`src/rtl/beat_note_scheduler.sv`:
```
// beat_note_scheduler: validates generator note codes against the lane map,
// queues them in a small FIFO and releases at most one note per beat tick.
// Handshake: a note transfers in any cycle where note_valid && note_ready are
// both high; note_valid never drops and note_code/note_lane never change while
// a note waits, except when a beat tick expires it.
module beat_note_scheduler #(
   parameter int DEPTH       = 8,
   parameter int BEAT_CYCLES = 12500000,
   parameter int LANE_BASE   = 80,
   parameter int LANE_SHIFT  = 2,
   parameter int NUM_LANES   = 5
) (
   input  logic       clk,
   input  logic       resetn,
   input  logic       run,
   input  logic       data_en,
   input  logic [7:0] data,
   input  logic       note_ready,
   output logic       note_valid,
   output logic [2:0] note_lane,
   output logic [7:0] note_code,
   output logic       beat_tick,
   output logic       miss_pulse,
   output logic       err_pulse,
   output logic [7:0] drop_cnt,
   output logic [3:0] fifo_count
);

   localparam int AW = (DEPTH > 1) ? $clog2(DEPTH) : 1;
   localparam int TW = (BEAT_CYCLES > 1) ? $clog2(BEAT_CYCLES) : 1;
   localparam logic [AW:0]   FULL_LVL  = (AW+1)'(DEPTH);
   localparam logic [TW-1:0] LAST_TICK = TW'(BEAT_CYCLES - 1);
   localparam logic [7:0]    BASE      = 8'(LANE_BASE);
   localparam logic [7:0]    STEP_MASK = 8'((1 << LANE_SHIFT) - 1);
   localparam logic [7:0]    LANES     = 8'(NUM_LANES);

   // note_valid is the FSM state seen from outside: PRESENT <=> note_valid
   typedef enum logic {IDLE = 1'b0, PRESENT = 1'b1} state_t;

   state_t          state_q, state_d;
   logic [TW-1:0]   beat_cnt;
   logic [7:0]      offset, lane_idx;
   logic            code_ok, push, pop, drop;
   logic [10:0]     mem [DEPTH];
   logic [AW-1:0]   wr_ptr, rd_ptr;
   logic [AW:0]     count;

   // lane decode: code must sit on the lane grid starting at LANE_BASE
   assign offset   = data - BASE;
   assign lane_idx = offset >> LANE_SHIFT;
   assign code_ok  = (data >= BASE) && ((offset & STEP_MASK) == 8'd0) && (lane_idx < LANES);

   // pop decision looks only at occupancy before this cycle's write
   assign pop  = beat_tick && (count != '0);
   assign push = data_en && code_ok && ((count != FULL_LVL) || pop);
   assign drop = data_en && code_ok && (count == FULL_LVL) && !pop;

   assign beat_tick  = run && (beat_cnt == LAST_TICK);
   assign fifo_count = 4'(count);

   // beat timer: free-running while run is high, parked at zero otherwise
   always_ff @(posedge clk or negedge resetn) begin
      if (!resetn)                    beat_cnt <= '0;
      else if (!run)                  beat_cnt <= '0;
      else if (beat_cnt == LAST_TICK) beat_cnt <= '0;
      else                            beat_cnt <= beat_cnt + 1'b1;
   end

   // FIFO storage: {lane, code} per entry, no reset needed on the array
   always_ff @(posedge clk) begin
      if (push) mem[wr_ptr] <= {lane_idx[2:0], data};
   end

   // FIFO pointers and occupancy; pointers wrap naturally at DEPTH
   always_ff @(posedge clk or negedge resetn) begin
      if (!resetn) begin
         wr_ptr <= '0;
         rd_ptr <= '0;
         count  <= '0;
      end else begin
         if (push) wr_ptr <= wr_ptr + 1'b1;
         if (pop)  rd_ptr <= rd_ptr + 1'b1;
         case ({push, pop})
            2'b10:   count <= count + 1'b1;
            2'b01:   count <= count - 1'b1;
            default: count <= count;
         endcase
      end
   end

   // status pulses and saturating drop counter
   always_ff @(posedge clk or negedge resetn) begin
      if (!resetn) begin
         err_pulse  <= 1'b0;
         miss_pulse <= 1'b0;
         drop_cnt   <= 8'd0;
      end else begin
         err_pulse  <= data_en && !code_ok;
         miss_pulse <= (state_q == PRESENT) && beat_tick && !note_ready;
         if (drop && (drop_cnt != 8'hFF)) drop_cnt <= drop_cnt + 1'b1;
      end
   end

   // presented note payload is loaded only by a pop
   always_ff @(posedge clk or negedge resetn) begin
      if (!resetn) begin
         note_lane <= 3'd0;
         note_code <= 8'd0;
      end else if (pop) begin
         {note_lane, note_code} <= mem[rd_ptr];
      end
   end

   // FSM state register
   always_ff @(posedge clk or negedge resetn) begin
      if (!resetn) state_q <= IDLE;
      else         state_q <= state_d;
   end

   // FSM next state: a pop always (re)presents; handshake or expiry retires
   always_comb begin
      state_d = state_q;
      case (state_q)
         IDLE:    if (pop) state_d = PRESENT;
         PRESENT: begin
            if (pop)                          state_d = PRESENT;
            else if (note_ready || beat_tick) state_d = IDLE;
         end
         default: state_d = IDLE;
      endcase
   end

   // FSM outputs
   always_comb begin
      note_valid = (state_q == PRESENT);
   end

endmodule
```
`config.mk`:
```
export PLATFORM = sky130hd
export DESIGN_NAME = beat_note_scheduler
export DESIGN_NICKNAME = d
export VERILOG_FILES = /design/src/rtl/beat_note_scheduler.sv
export SDC_FILE = /design/constraint.sdc
export NUM_CORES = 1
export LEC_CHECK = 0
export ABC_AREA = 1
export BUFFER_PORTS_ARGS = -buffer_cell sky130_fd_sc_hd__buf_2
export CORE_ASPECT_RATIO = 1.75
export CORE_UTILIZATION = 55
export DETAILED_ROUTE_END_ITERATION = 10
export PLACE_DENSITY = 0.74
export SKIP_CTS_REPAIR_TIMING = 1
export SLEW_MARGIN = 20
export SYNTH_ARGS = -nofsm -noshare
export SYNTH_HDL_FRONTEND = slang
export SYNTH_SLANG_ARGS = --single-unit
```
`constraint.sdc`:
```
create_clock -name clk -period 4.9 [get_ports clk]
set_input_delay 0 -clock clk [delete_from_list [all_inputs] [get_ports clk]]
set_output_delay 0 -clock clk [all_outputs]
set_load 0.02 [all_outputs]
```
==> impl_metrics.sql <==
INSERT INTO impl_metrics (metric_group, metric, value, unit) VALUES
('cts', 'cts_max_path_buffers', '2', ''),
('timing', 'finalWorstPathRequiredPeriod', '2.80', 'ns'),
('critical_path', 'critical_path.max_fanout', '14', ''),
('timing', 'hold_ws', '0.0333', 'ns'),
('final_layout', 'antenna-diode-count', '0', ''),
('critical_path', 'path_depth', '18', ''),
('route', 'vias', '4420', ''),
('min_path', 'min_delay_path_depth', '3', ''),
('floorplanning', 'start_util', '56.6', '%'),
('route', 'detail_route.vias_per_cell', '5.65', ''),
('cts', 'htreeDepth', '4', ''),
('cts', 'cts_root_buffer', 'sky130_fd_sc_hd__clkbuf_16', ''),
('global_routing', 'first_pass_grt_wire_length', '22500', 'um'),
('global_routing', 'antenna_violations_before_repair', '0', ''),
('placed_design', 'place_area', '0.00616', 'sq mm'),
('route', 'drt_iter0_markers', '292', ''),
('floorplanning', 'design.die.area', '0.0110', 'sq mm'),
('final_layout', 'finalCoreUtilization', '67.3', '%'),
('cts', 'clkSinkCount', '126', ''),
('final_layout', 'drive_above_1_share', '16.8', '%'),
('power_and_ir_drop', 'total_leakage_power', '2.80', 'nW'),
('timing', 'fin_worst_skew', '0.00937', 'ns'),
('final_layout', 'fillCellCount', '783', ''),
('final_layout', 'final_cell_area', '0.00694', 'sq mm'),
('synth', 'post_synth.cell_area_avg', '9.99', 'sq um'),
('global_routing', 'grt_max_degree', '55', ''),
('synth', 'synth.cells.most_frequent', 'sky130_fd_sc_hd__nand2_1, sky130_fd_sc_hd__nor2_1, sky130_fd_sc_hd__edfxtp_1', ''),
('global_routing', 'grt_use_met2', '53.2', '%'),
('timing', 'final.setup.tns', '0', 'ns'),
('synth', 'synth-edff-count', '72', ''),
('critical_path', 'cp_common_cell', 'sky130_fd_sc_hd__nand2_1', ''),
('final_layout', 'area_growth_syn_to_layout', '18.9', '%'),
('timing', 'fmax', '0.357', 'GHz'),
('synth', 'syn-num-nets', '606', ''),
('synth', 'post_synth_instance_area', '0.00583', 'sq mm'),
('final_layout', 'flip_flop_and_latch_area', '0.00351', 'sq mm'),
('placed_design', 'numPlacedInstances', '738', ''),
('global_routing', 'groute.usage.overall', '28.5', '%'),
('cts', 'clk-insertion-delay-late', '0.42', 'ns'),
('timing', 'slew_violations', '0', ''),
('final_layout', 'num-nets-final', '664', ''),
('critical_path', 'critPathSlowestCell', 'sky130_fd_sc_hd__dfrtp_1', ''),
('floorplanning', 'rows', '49', ''),
('timing', 'fin_crit_sh', '57.1', '%'),
('placed_design', 'gp_congestion', '0.942', ''),
('cts', 'cts_inserted_buffers', '17', ''),
('min_path', 'hold_start', 'run', ''),
('cts', 'clk_pin_slew_worst_paths', '0.06', 'ns'),
('timing', 'report.final.setup_viol', '0', ''),
('synth', 'sequential_fraction_of_the_synthesis_area', '60.2', '%'),
('timing', 'finalWorstSetupSlack', '2.10', 'ns'),
('global_routing', 'grt_pass1_vias', '4445', ''),
('critical_path', 'setup.worst_path.start_class', 'flop', ''),
('synth', 'postSynth.asyncResetShare', '42.9', '%'),
('final_layout', 'fin_cells', '782', ''),
('global_routing', 'grt_use_met1', '25.8', '%'),
('placed_design', 'port_buffers', '39', ''),
('critical_path', 'crit_start', 'beat_cnt[0]', ''),
('critical_path', 'worst_r2r_startpoint', 'beat_cnt[0]', ''),
('run_status', 'run_status', 'complete, no violations', ''),
('critical_path', 'cp_slowest_stage_delay', '0.37', 'ns'),
('synth', 'syn_inst', '584', ''),
('placed_design', 'hpwl', '10300', 'um'),
('route', 'detail_route.wl_per_cell', '18.6', 'um'),
('critical_path', 'worst-endpoint-arrival', '3.11', 'ns'),
('critical_path', 'timing_worst_setup_path_type', 'flop to flop', ''),
('synth', 'synthDominantAreaCellType', 'sky130_fd_sc_hd__edfxtp_1', ''),
('power_and_ir_drop', 'totalPowerFinal', '2.68', 'mW'),
('route', 'drt_drc_violations_left', '0', ''),
('route', 'detail_route.wirelength', '14600', 'um'),
('critical_path', 'worst-endpoint-required', '5.21', 'ns');
## state kept, by name, summed over array words and instances, names as in the netlist
| register | count |
|---|---|
| beat_cnt | 24 |
| drop_cnt | 8 |
| err_pulse | 1 |
| fifo_count | 4 |
| mem | 72 |
| miss_pulse | 1 |
| note_code | 6 |
| note_lane | 3 |
| note_valid | 1 |
| rd_ptr | 3 |
| wr_ptr | 3 |
## routing by layer
metal / vias up / routed length (um)
met4: 0 / 1100
met3: 65 / 580
li1: 2105 / -
met5: - / 0
met1: 2081 / 4770
met2: 169 / 8120
## final timing paths
| check | to | slack, ns |
|---|---|---|
| setup / recovery | fifo_count[3] | 2.10 |
| hold / removal | beat_cnt[6] | 0.03 |
| setup reg to reg | fifo_count[3] | 2.10 |
| hold reg to reg | beat_cnt[0] | 0.48 |
| max in group asynchronous | rd_ptr[0] | 4.13 |
| min in group asynchronous | beat_cnt[23] | 0.27 |
## power breakdown
group	internal [mW]	total [mW]	leakage, nW	switching, mW
Combinational	0.0504	0.153	1.13	0.102
Clock	0.900	1.36	0.311	0.456
Sequential	1.15	1.17	1.35	0.0276
## worst register-to-register path: stages, from the launching register on
cell                      delay, ns
sky130_fd_sc_hd__dfrtp_1       0.37
sky130_fd_sc_hd__ha_1          0.19
sky130_fd_sc_hd__nand2_1       0.12
sky130_fd_sc_hd__nor2_4        0.15
sky130_fd_sc_hd__nand2_2       0.08
sky130_fd_sc_hd__nor2_4        0.12
sky130_fd_sc_hd__nand3_4       0.13
sky130_fd_sc_hd__nor2_4        0.35
sky130_fd_sc_hd__inv_2         0.09
sky130_fd_sc_hd__nor2_1        0.21
sky130_fd_sc_hd__ha_1          0.31
sky130_fd_sc_hd__a21oi_1       0.13
sky130_fd_sc_hd__nand2_1       0.09
sky130_fd_sc_hd__nand3_1       0.09
sky130_fd_sc_hd__nand2_1       0.07
sky130_fd_sc_hd__nand2_1       0.06
sky130_fd_sc_hd__nand2_1       0.05
sky130_fd_sc_hd__nand2_1       0.05
sky130_fd_sc_hd__inv_1         0.03
## cells by family (layout without fill, tap and decap cells)
kind of cell | Yosys count | in the layout | share of synthesized area, %
adders and majority gates | 9 | 9 | 2.06
DFF | 126 | 126 | 60.2
xor gates and xnor gates | 13 | 13 | 1.95
AOI/OAI and AO/OA | 95 | 95 | 9.33
and+or+nand+nor | 267 | 267 | 21.3
buffers and inverters | 74 | 145 | 5.13
## final cells by class
type | count | share of cell area [%]
Inverter | 58 | 3.16
Tap cell | 127 | 2.29
Clock buffer | 17 | 6.13
Sequential cell | 126 | 50.7
Multi-Input combinational cell | 384 | 29.6
Timing Repair Buffer | 55 | 4.98
Clock inverter | 15 | 3.16
## cell usage in the layout (no fill, tap or decap), drive strengths merged, types with 2 or more instances in the layout
| master | instances |
|---|---|
| nor3 | 21 |
| nand3 | 28 |
| nor3b | 3 |
| o21a | 13 |
| a21oi | 8 |
| nor4 | 5 |
| o21ai | 50 |
| dlygate4sd3 | 12 |
| xor2 | 9 |
| a31oi | 4 |
| nor2 | 88 |
| ha | 8 |
| bufinv | 5 |
| nand4 | 10 |
| dfrtp | 54 |
| clkinv | 10 |
| edfxtp | 72 |
| clkinvlp | 2 |
| o22ai | 18 |
| xnor2 | 4 |
| nand2 | 108 |
| inv | 56 |
| clkbuf | 17 |
| buf | 43 |
No activity file was read; power rests on OpenSTA's default activity.
